## src/rtl/mem_prog_loader_if.sv

```systemverilog
// Byte-stream and memory-write bundle between an image source/instruction memory and the loader.
// Latency: none (wires only).
// Backpressure: byte_ready from the loader stalls the source; the write port has no backpressure.
//
// Signals:
//   byte_valid / byte_data[7:0] / byte_last : byte stream, source -> loader
//   byte_ready                              : loader -> source, byte consumed when valid && ready
//   waddress[31:0] / wdata[31:0] / wr       : memory write port, loader -> memory
// Modports:
//   master : stream source / memory side
//   slave  : loader side
interface mem_prog_loader_if;
    logic        byte_valid;
    logic [7:0]  byte_data;
    logic        byte_last;
    logic        byte_ready;
    logic [31:0] waddress;
    logic [31:0] wdata;
    logic        wr;

    modport master (
        output byte_valid,
        output byte_data,
        output byte_last,
        input  byte_ready,
        input  waddress,
        input  wdata,
        input  wr
    );

    modport slave (
        input  byte_valid,
        input  byte_data,
        input  byte_last,
        output byte_ready,
        output waddress,
        output wdata,
        output wr
    );
endinterface

```

## src/rtl/mem_prog_loader.sv

```systemverilog
// Packs a little-endian byte stream into 32-bit words and writes them to instruction memory.
// Latency: the byte completing a word is accepted at edge N; wr is high during cycle N+1.
// Backpressure: byte_ready is low outside COLLECT (one WRITE cycle per word -> 4 bytes per 5 cycles).
//
// Ports:
//   clk, reset  : single rising-edge clock, synchronous active-high reset
//   start       : one-cycle pulse, begins a load from IDLE, DONE or ERROR; ignored while busy
//   ld          : byte stream in, memory write port out (mem_prog_loader_if.slave)
//   word_count  : words written since the last start
//   busy        : load in progress (COLLECT or WRITE)
//   done        : complete image written
//   error       : image exceeded MAX_WORDS words
//   cpu_hold    : holds the CPU in reset; low only once an image is fully loaded
module mem_prog_loader #(
    parameter logic [31:0] BASE_ADDR = 32'h0,
    parameter int          MAX_WORDS = 64
) (
    input  logic               clk,
    input  logic               reset,
    input  logic               start,
    mem_prog_loader_if.slave   ld,
    output logic [15:0]        word_count,
    output logic               busy,
    output logic               done,
    output logic               error,
    output logic               cpu_hold
);

    localparam logic [15:0] MAX_W = MAX_WORDS[15:0];

    typedef enum logic [2:0] {
        S_IDLE,
        S_COLLECT,
        S_WRITE,
        S_DONE,
        S_ERROR
    } state_t;

    state_t      state;
    state_t      state_n;

    logic [1:0]  idx;
    logic [1:0]  idx_n;
    logic        last_seen;
    logic        last_seen_n;
    logic [31:0] waddr_q;
    logic [31:0] waddr_n;
    logic [31:0] wdata_q;
    logic [31:0] wdata_n;
    logic [15:0] wcnt_q;
    logic [15:0] wcnt_n;

    logic        byte_ready_c;
    logic        wr_c;

    // State register.
    always_ff @(posedge clk) begin
        if (reset) begin
            state <= S_IDLE;
        end else begin
            state <= state_n;
        end
    end

    // Datapath registers. Reset discards any partially packed word, so an
    // aborted load never produces a write.
    always_ff @(posedge clk) begin
        if (reset) begin
            idx       <= 2'd0;
            last_seen <= 1'b0;
            waddr_q   <= BASE_ADDR;
            wdata_q   <= 32'h0;
            wcnt_q    <= 16'h0;
        end else begin
            idx       <= idx_n;
            last_seen <= last_seen_n;
            waddr_q   <= waddr_n;
            wdata_q   <= wdata_n;
            wcnt_q    <= wcnt_n;
        end
    end

    // Next-state, next-datapath and handshake outputs.
    always_comb begin
        state_n      = state;
        idx_n        = idx;
        last_seen_n  = last_seen;
        waddr_n      = waddr_q;
        wdata_n      = wdata_q;
        wcnt_n       = wcnt_q;
        byte_ready_c = 1'b0;
        wr_c         = 1'b0;

        case (state)
            S_IDLE, S_DONE, S_ERROR: begin
                if (start) begin
                    state_n     = S_COLLECT;
                    idx_n       = 2'd0;
                    last_seen_n = 1'b0;
                    waddr_n     = BASE_ADDR;
                    wcnt_n      = 16'h0;
                end
            end

            S_COLLECT: begin
                byte_ready_c = 1'b1;
                if (ld.byte_valid) begin
                    // The first byte of a word zeroes the upper lanes so a
                    // short final word is written with zero padding.
                    if (idx == 2'd0) begin
                        wdata_n = {24'h0, ld.byte_data};
                    end else begin
                        wdata_n[{idx, 3'b000} +: 8] = ld.byte_data;
                    end

                    if (idx == 2'd3 || ld.byte_last) begin
                        state_n     = S_WRITE;
                        last_seen_n = ld.byte_last;
                    end else begin
                        idx_n = idx + 2'd1;
                    end
                end
            end

            S_WRITE: begin
                wr_c    = 1'b1;
                waddr_n = waddr_q + 32'd4;
                wcnt_n  = wcnt_q + 16'd1;
                idx_n   = 2'd0;
                // A completed image wins over the capacity check: an image of
                // exactly MAX_WORDS words ends in DONE.
                if (last_seen) begin
                    state_n = S_DONE;
                end else if (wcnt_n == MAX_W) begin
                    state_n = S_ERROR;
                end else begin
                    state_n = S_COLLECT;
                end
            end

            default: begin
                state_n = S_IDLE;
            end
        endcase
    end

    assign ld.byte_ready = byte_ready_c;
    assign ld.wr         = wr_c;
    assign ld.waddress   = waddr_q;
    assign ld.wdata      = wdata_q;

    assign word_count = wcnt_q;
    assign busy       = (state == S_COLLECT) || (state == S_WRITE);
    assign done       = (state == S_DONE);
    assign error      = (state == S_ERROR);
    assign cpu_hold   = (state != S_DONE);

endmodule

```

## src/flat_wrapper.sv

```systemverilog
// flat-port wrapper written by rule: the top's interface ports become plain ports
module mem_prog_loader_flat 
#(
    parameter logic [31:0] BASE_ADDR = 32'h0,
    parameter int          MAX_WORDS = 64
)
  (clk, reset, start, word_count, busy, done, error, cpu_hold, ld_byte_valid, ld_byte_data, ld_byte_last, ld_byte_ready, ld_waddress, ld_wdata, ld_wr);
  mem_prog_loader_if ld_i ();
  input  logic clk;
  input  logic reset;
  input  logic start;
  output logic [15:0] word_count;
  output logic busy;
  output logic done;
  output logic error;
  output logic cpu_hold;
  input wire logic [$bits(ld_i.byte_valid)-1:0] ld_byte_valid;
  input wire logic [$bits(ld_i.byte_data)-1:0] ld_byte_data;
  input wire logic [$bits(ld_i.byte_last)-1:0] ld_byte_last;
  output wire logic [$bits(ld_i.byte_ready)-1:0] ld_byte_ready;
  output wire logic [$bits(ld_i.waddress)-1:0] ld_waddress;
  output wire logic [$bits(ld_i.wdata)-1:0] ld_wdata;
  output wire logic [$bits(ld_i.wr)-1:0] ld_wr;
  assign ld_i.byte_valid = ld_byte_valid;
  assign ld_i.byte_data = ld_byte_data;
  assign ld_i.byte_last = ld_byte_last;
  assign ld_byte_ready = ld_i.byte_ready;
  assign ld_waddress = ld_i.waddress;
  assign ld_wdata = ld_i.wdata;
  assign ld_wr = ld_i.wr;
  mem_prog_loader #(.BASE_ADDR(BASE_ADDR), .MAX_WORDS(MAX_WORDS)) u_core (.clk(clk), .reset(reset), .start(start), .ld(ld_i), .word_count(word_count), .busy(busy), .done(done), .error(error), .cpu_hold(cpu_hold));
endmodule
```

## config.mk

```make
export PLATFORM = sky130hd
export DESIGN_NAME = mem_prog_loader_flat
export DESIGN_NICKNAME = d
export VERILOG_FILES = /design/src/rtl/mem_prog_loader_if.sv /design/src/rtl/mem_prog_loader.sv /design/src/flat_wrapper.sv
export SDC_FILE = /design/constraint.sdc
export NUM_CORES = 1
export LEC_CHECK = 0
export ABC_CLOCK_PERIOD_IN_PS = 3100
export CAP_MARGIN = 20
export CORE_MARGIN = 2
export CORE_UTILIZATION = 55
export CTS_BUF_LIST = sky130_fd_sc_hd__clkbuf_8
export CTS_CLUSTER_SIZE = 20
export DETAILED_ROUTE_END_ITERATION = 12
export GPL_ROUTABILITY_DRIVEN = 0
export HOLD_SLACK_MARGIN = 0.02
export PLACE_DENSITY_LB_ADDON = 0.3
export SETUP_SLACK_MARGIN = 0.4
export SLEW_MARGIN = 20
export SYNTH_ARGS = -nofsm -noshare
export SYNTH_HDL_FRONTEND = slang
export SYNTH_SLANG_ARGS = --single-unit
```

## constraint.sdc

```tcl
create_clock -name clk -period 3.1 [get_ports clk]
set_clock_uncertainty 0.05 [all_clocks]
set_input_delay 0.62 -clock clk [delete_from_list [all_inputs] [get_ports clk]]
set_output_delay 0.62 -clock clk [all_outputs]
set_load 0.02 [all_outputs]
```

# Word level (Yosys, flattened, before mapping)
# Cells that the tools add are included.
[totals]
elab_cells = 58
reg_bits = 86
input_bits = 13
out_inout_bits = 86
[op_classes]
n_addsub = 4
reduce_logical = 13
shifts = 2
n_mux = 22
eq_ne = 11
[ops]
columns = ["operator", "n"]
rows = [
  ["$mux 32", 2],
  ["$pmux 32 s2", 1],
  ["$add 32x3->32 const B", 1],
  ["$bwmux 32", 1],
  ["$pmux 16 s2", 1],
  ["$shift 8x7->32 const A", 1],
  ["$shiftx 8x7->32", 1],
  ["$add 16x1->16 const B", 1],
  ["$eq 16x7->1 const B", 1],
  ["$mux 16", 1],
  ["$mux 3", 5],
  ["$pmux 3 s3", 1],
  ["$reduce_and 4->1", 2],
  ["$neg 5->7", 1],
  ["$eq 3x2->1 const B", 2],
  ["$mux 2", 3],
  ["$ne 2x2->1 const B", 3],
  ["$pmux 2 s3", 1],
  ["$mux 1", 5],
  ["$reduce_and 2->1", 2],
  ["$reduce_bool 2->1", 2],
  ["$eq 3x1->1 const B", 1],
  ["$eq 3x3->1 const B", 1],
  ["$logic_not 3->1", 1],
  ["other kinds (10)", 11],
]

# Longest topological paths before layout
[logic_depth]
word_depth = 5
mapped_depth = 9
depth_no_buf = 7

# Least setup slack after synthesis
# OpenSTA, ideal clock, no wires.
[synth_path]
kind = "reg-to-reg"
start = "reg u_core.wcnt_q[0] (netlist: u_core.word_count[0])"
end = "reg u_core.state[0]"
path_stages_with_launch = 8
synth_period_minus_slack_ns = 2.197
setup_time_ns = 0.115
required_ns = 2.935
setup_slack_ns = 0.903
n_path_buf = 0
arrival_ns = 2.032
path_cell_list = "dfxtp_1 ha_1 nand3_1 nor3_1 xor2_1 nor4_1 a31oi_1 o21ba_2"
[synth_via]
elab_chain_len = 5
[synth_lines]
columns = ["element", "line", "rtl"]
rows = [
  ["from (decl)", "mem_prog_loader.sv:50", "logic [15:0] wcnt_q;"],
  ["from (signal assigned)", "mem_prog_loader.sv:79", "wcnt_q <= wcnt_n;"],
  ["$add 16x1->16", "mem_prog_loader.sv:128", "wcnt_n = wcnt_q + 16'd1;"],
  ["$eq 16x7->1", "mem_prog_loader.sv:134", "end else if (wcnt_n == MAX_W) begin"],
  ["$mux 3", "mem_prog_loader.sv:134", ""],
  ["$mux 3", "mem_prog_loader.sv:132", "if (last_seen) begin"],
  ["$pmux 3 s3", "mem_prog_loader.sv:94", "case (state)"],
  ["to (signal assigned)", "mem_prog_loader.sv:61", "state <= state_n;"],
  ["to (decl)", "mem_prog_loader.sv:39", "state_t state;"],
]
# No other way between the ends.
# A chain may end at the register's enable or synchronous reset.

# Worst setup path in the final report
[layout_path]
start = "reg u_core.state[1]"
end = "out busy"
[layout_via]
elab_chain_len = 2
word_cells_on_any_way = 3
cone_classes = "eq/ne (2); reduce/logical (1)"
[layout_lines]
columns = ["element", "line", "rtl"]
rows = [
  ["$eq 3x1->1 / $eq 3x2->1 (equally long branches)", "mem_prog_loader.sv:153", "assign busy = (state == S_COLLECT) || (state == S_WRITE);"],
  ["$logic_or 1x1->1 (*)", "mem_prog_loader.sv:153", ""],
  ["to (decl)", "flat_wrapper.sv:13", "output logic busy;"],
]
# Every way passes the cells marked *; elsewhere a longest branch is shown, timed or not.

==> results.toml <==
[floorplan]
core_area_um2 = 7253
die_y_um = 90.38
io_pins = 99
fp.dieW_um = 90.38
dieArea_um2 = 8169
initial_core_util = 0.5658
row_count = 31

[pwr]
p_sw_mw = 0.5456
power.share.sequential = 0.508
clock_power_share = 0.414
switching_share = 0.2532
power_leakage_nw = 1.848
pwr-share-comb = 0.077
p_int_mw = 1.609
power_density_nw_per_um2 = 403.2
vdd_ir_drop_max_mv = 0.3173

[logic_synthesis]
synth-xor-area-share = 0.01067
yosysUniqueCellTypes = 52
yosys_warnings = 0
syn_inst = 528
synth_area_um2 = 4104
ys_seq_area_frac = 0.4098
yosys.area_share.simple = 0.3204
synth_compound_gate_area_share = 0.1652
synth_adder_area_share = 0.02744
synth-main-ff-cell = "dfxtp_1"
synth_top_family_by_area = "simple AND/OR/NAND/NOR gates"
synth.avg_cell_area_um2 = 7.773
synth_seq_cells = 84
synth_edf_count = 0
synthMuxAreaShare = 0.02134
async_flop_share = 0

[cts]
cts.sink_count = 84
clkLatencyLatePin_ns = 0.35
htreeDepth = 3
cts_tree = "built"
clk_path_buf_depth = 2
cts-root-buf = "clkbuf_8"
numCtsBuffers = 9
clk_pin_slew_ns = 0.09

[sta]
relSlewSlack = 0.4134
fmax_ghz = 0.4147
slew_violations = 0
hold_viol_final = 0
period_needed_ns = 2.411
rsz0062_at_grt = "no"
finalCritPeriodShare = 0.7778
setup_viol = 0
worstMarginPinSlew_ns = 0.8799
fin_setup_tns_ns = 0

[worst_setup_path]
reg2reg_depth = 7
endpoint_kind = "output port"
worstPathRequired_ns = 2.43
regToRegSetupSlack_ns = 0.77
r2r_start = "u_core.word_count[0]"
r2r_end = "u_core.state[0]"
critical_path.startpoint_type = "register"
cp.arrival_ns = 1.74
crit_path_max_fanout = 11
startpoint = "u_core.state[1]"
cp-endpoint = "busy"
critical_path_class = "register to output port"

[finish]
post-route-util = 0.7368
diodes = 0
area_growth_syn_to_layout_pct = 30.21
fin_nets = 633
post_route_cells_drive_above_1_share = 0.07630

[route]
avgRoutedWirePerCell_um = 14.85
drt_pass1_iterations = 7
ant_nets = 0
drtIter0Drc = 216
route.detailed.drc = 0
routed_wl_um = 10620
via_count = 4199
vias_per_cell = 5.873

[global_routing]
antenna_found_initial = 0
grt_pass1_vias = 3754
grt_pass1_wl_um = 17690
grt_use_total = 0.2586
grt_max_degree = 45
overflow = 0

[place]
numPortBuffers = 96
post-dp-hpwl_um = 7437

[worst_hold_path]
hold_path_class = "register to register"
min_path_cells = 2

[run_status]
outcome = "complete, no violations"

[flow_run]
cap_viol_max_count = 0
cell usage after synthesis, types with 8 or more instances:
cell type   n  area share
dfxtp_1    84        0.41
a21oi_1    63       0.077
nand2_1    63       0.058
nand3_1    63       0.077
nor2_1     57       0.052
clkbuf_1   22       0.020
o21ai_0    22       0.027
nor3_1     12       0.015
nand4_1    10       0.015
ha_1        9       0.027
and3_1      8       0.012
inv_1       8      0.0073
cell type report:
class                           count  area, um2
Multi-Input combinational cell    403       2252
Fill cell                         549       1909
Sequential cell                    84       1683
Timing Repair Buffer              105       1027
Clock buffer                        9      123.9
Tap cell                           99      123.9
Clock inverter                      7      103.9
Inverter                            8      30.03
through the flow:
step	area [um2]	setup WS [ns]	cells	hold slack [ns]	power, mW
floorplan	4108	0.9030	529	0.4079	1.223
global placement	5104	0.5641	699	0.3882	1.282
detailed placement	5104	0.5306	699	0.3926	1.285
CTS	5334	0.4230	715	0.4049	2.163
global route	5344	0.4843	715	0.4191	2.227
finish	5344	0.6889	715	0.4023	2.154
state kept, by name, summed over array words and instances, names as in the netlist:
register,count
u_core.ld.wdata,32
u_core.word_count,16
u_core.ld.waddress,30
u_core.idx,2
u_core.last_seen,1
u_core.state,3
cells by family after synthesis:
kind of cell | after synthesis
fa+ha+maj | 9
buf+inv | 42
compound gates | 118
simple gates | 261
flops | 84
mux | 8
other cells | 1
xor+xnor | 5
how the worst min path moves through the flow:
stage                         from                  end  slack (ns)
3_3_place_gp   u_core.ld.wdata[17]  u_core.ld.wdata[17]        0.39
5_1_grt        u_core.ld.wdata[19]  u_core.ld.wdata[19]        0.42
2_1_floorplan      u_core.state[2]      u_core.state[1]        0.41
4_1_cts        u_core.ld.wdata[19]  u_core.ld.wdata[19]        0.40
3_5_place_dp   u_core.ld.wdata[19]  u_core.ld.wdata[19]        0.39
6_report       u_core.ld.wdata[31]  u_core.ld.wdata[31]        0.40
placed cells by master, fill, tap and decap left out, types with 3 or more instances in the layout:
cell and instances:
a31oi_1 4, nor3_1 12, a311oi_1 7, a22oi_1 6, nor2_1 57, mux2_2 5, o21a_1 5, o211ai_1 5
clkbuf_8 9, nor4_1 5, nand4_1 10, nand2b_1 5, nand2_1 63, and3_1 8, or3_1 6, o21ai_0 22
clkdlybuf4s50_1 92, nand3_1 62, a21oi_1 63, ha_1 9, inv_6 4, nand3b_1 7, buf_4 9, inv_1 8
or2_2 6, xor2_1 3, dfxtp_1 83
per-layer routing:
layer / part of all wire / up-vias / track usage
met5: 0 / - / 0
met4: 0.021 / 0 / 0.07949
met3: 0.073 / 17 / 0.04841
met2: 0.48 / 191 / 0.4511
met1: 0.42 / 1947 / 0.3244
li1: - / 2044 / -
worst max-delay path: stages, from the launching register on:
cell and delay [ns]:
dfxtp_2 0.44, or3b_4 0.50, o21ai_0 0.11, dlygate4sd2_1 0.35
power by group through the flow:
stage          Clock [mW]  Sequential (mW)  Combinational, mW
5_1_grt             0.950             1.10              0.181
3_3_place_gp            0             1.12              0.163
4_1_cts             0.902             1.09              0.166
2_1_floorplan           0             1.12             0.0990
6_report            0.893             1.09              0.167
3_5_place_dp            0             1.12              0.165
timing repair:
item | 4_1_cts | 5_1_grt
pin swaps | 0 | 0
hold buffers | 0 | 0
endpoints found under the setup margin | 2 | 3
buffers inserted | 0 | 0
resized for setup | 3 | 3
Note: power is estimated with default switching activity, not from simulation.
==> RTL edit (same flow settings) <==
Encoding of `state_t`: now one-hot (5 bits for 5 states).
--- a/src/rtl/mem_prog_loader.sv
+++ b/src/rtl/mem_prog_loader.sv
@@ -28,12 +28,12 @@
 
     localparam logic [15:0] MAX_W = MAX_WORDS[15:0];
 
-    typedef enum logic [2:0] {
-        S_IDLE,
-        S_COLLECT,
-        S_WRITE,
-        S_DONE,
-        S_ERROR
+    typedef enum logic [4:0] {
+        S_IDLE    = 5'b00001,
+        S_COLLECT = 5'b00010,
+        S_WRITE   = 5'b00100,
+        S_DONE    = 5'b01000,
+        S_ERROR   = 5'b10000
     } state_t;
 
     state_t      state;
Behaviour: same outputs for any inputs over 4 cycles, from zero or initial values and one cycle with reset high; so few cycles prove little.
==> RTL edit against the original RTL <==
  * Wire length grew 4.2%
  * Sequential share of layout area grew 0.38 points
  * Total power shrank 5.1%
  * Via count grew 3.8%
  * Highest routed layer unchanged
  * Cell count grew 1.4%
  * Count of clock-buffer cells in the layout grew 1
  * Synthesized area grew 2.1%
  * Worst setup slack lost 0.22 ns
  * Sequential cell count grew 2
  * Cell area grew 1.2%
  * Die area grew 2.0%
  * Hold slack gained 0.0039 ns
  * Register-to-register slack lost 0.09 ns
  * Synthesized cell count grew 2.1%
==> RTL edit: results (changes against the original RTL) <==
DR pass1 iterations=4 (was 7); WL final=11100 µm (was 10600 µm); DRC marker count from the first detailed-route iteration=319 (was 216); Worst EP arrival=1.96 ns (was 1.74 ns); Leak=1.71 nW (was 1.85 nW); largest net degree at the start of global routing=39 (was 45); IO buf count=96 (unchanged); Non-Filler Instances=725 (was 715); xor and xnor area share after synthesis=0.0543 (was 0.0107); RR Startpoint=u_core.ld.waddress[8] (was u_core.word_count[0]); Critical Path Slowest Stage Cell=or4b_4 (was or3b_4); Synth async-reset ratio=0 (unchanged); first-pass GRT wire length=18800 µm (was 17700 µm); Setup crit start=u_core.state[3] (was u_core.state[1]); clock slew at reported path FFs=0.09 ns (about the same); mux cell area share after synthesis=0.00507 (was 0.0213); Final HPWL DP=7770 µm (was 7440 µm); layout cells sized above 1=0.0575 (was 0.0763); placed cells=710 (was 699); FF-to-FF setup slack=0.68 ns (was 0.77 ns); ranking of synthesized cells by area=dfxtp_1, a21oi_1, nand3_1 (unchanged); initial antenna violation count=0 (unchanged); pre-CTS WS=0.174 ns (was 0.531 ns); GRT Total Usage=0.275 (was 0.259); Adder-Cell Fraction of Synth Area=0.0239 (was 0.0274); number of global-route vias before repair=3934 (was 3754); R2R depth=6 (was 7); sequential fraction of the synthesis area=0.411 (was 0.410); CP max stage delay=0.54 ns (was 0.50 ns); crit path max fanout=6 (was 11); Final Cycle Share=0.850 (was 0.778); Mapped Cells=539 (was 528); nets@finish=643 (was 633); RR Endpoint=u_core.ld.waddress[29] (was u_core.state[0]); Sw Share=0.245 (was 0.253); # H-tree levels=3 (unchanged); area fraction in compound gates after synthesis=0.133 (was 0.165); top post-synthesis cells by count=dfxtp_1, nor2_1, nand2_1 (was dfxtp_1, a21oi_1, nand2_1, nand3_1, nor2_1); Area after DPL=5210 µm² (was 5100 µm²); Hold Path Cell Cnt=2 (unchanged); fill count=548 (was 549); crit path to=ld_byte_ready (was busy); CTS Buf Count=9 (unchanged); Vias/cell=6.01 (was 5.87); status=finished clean (unchanged); actual slew at the worst max-slew pin=0.892 ns (was 0.880 ns); maximum VDD drop=0.000275 V (was 0.000317 V)
## RTL edit: cell count changes after synthesis, sizes merged, moves of 5 or more
| cell | delta |
|---|---|
| a21oi | -11 |
| a311oi | -5 |
| and3 | -5 |
| mux2 | -5 |
| nand3 | -13 |
| nand4 | +11 |
| nor2 | +9 |
| nor3 | +9 |
| nor4 | +6 |
| nor4b | +5 |
| xnor2 | +21 |
## RTL edit: worst register-to-register path: stages (launching register included)
cell and delay (ns):
dfxtp_1 0.61, nand4_1 0.21, nor4_1 0.55, nand4_1 0.21, nor4_1 0.47, o211ai_1 0.16, o21ai_0 0.09
## RTL edit: kinds of logic after synthesis
group	count (synthesis)
other	1
adders and majority gates	8
xor gates and xnor gates	26
buffers and inverters	42
and+or+nand+nor	277
muxes	2
AOI/OAI and AO/OA	97
DFF	86
## RTL edit: layout make-up
type	count	area [µm²]	area share
Multi-Input combinational cell	412	2320	0.429
Sequential cell	86	1720	0.319
Timing Repair Buffer	105	1020	0.189
Clock buffer	10	138	0.0255
Tap cell	99	124	0.0229
Clock inverter	5	52.6	0.00972
Inverter	8	30.0	0.00555
## RTL edit: repair_timing
item | CTS | global route
hold endpoints to repair | 0 | 0
endpoints found under the setup margin | 4 | 3
gates resized for setup | 9 | 3
## RTL edit: how the worst min path moves through the flow
stage / startpoint / to / slack (ns)
after floorplan: u_core.state[0] / u_core.state[0] / 0.45
after global placement: u_core.ld.wdata[6] / u_core.ld.wdata[6] / 0.39
after detailed placement: u_core.ld.wdata[22] / u_core.ld.wdata[22] / 0.40
after CTS: u_core.ld.wdata[22] / u_core.ld.wdata[22] / 0.41
after global routing: u_core.ld.wdata[18] / u_core.ld.wdata[18] / 0.43
final: u_core.ld.wdata[21] / u_core.ld.wdata[21] / 0.41
## RTL edit: power by group through the flow
stage	clock (mW)	sequential, mW	combinational (mW)
floorplan	0	1.14	0.0991
global placement	0	1.14	0.152
detailed placement	0	1.14	0.156
CTS	0.775	1.11	0.158
global route	0.824	1.12	0.177
finish	0.768	1.11	0.161
## RTL edit: layer usage
metal | global-route usage | routed length [µm] | vias to the layer above
li1 | - | - | 2094
met1 | 0.390 | 5000 | 2067
met2 | 0.429 | 5220 | 186
met3 | 0.0432 | 723 | 13
met4 | 0.0896 | 121 | 0
met5 | 0 | 0 | -
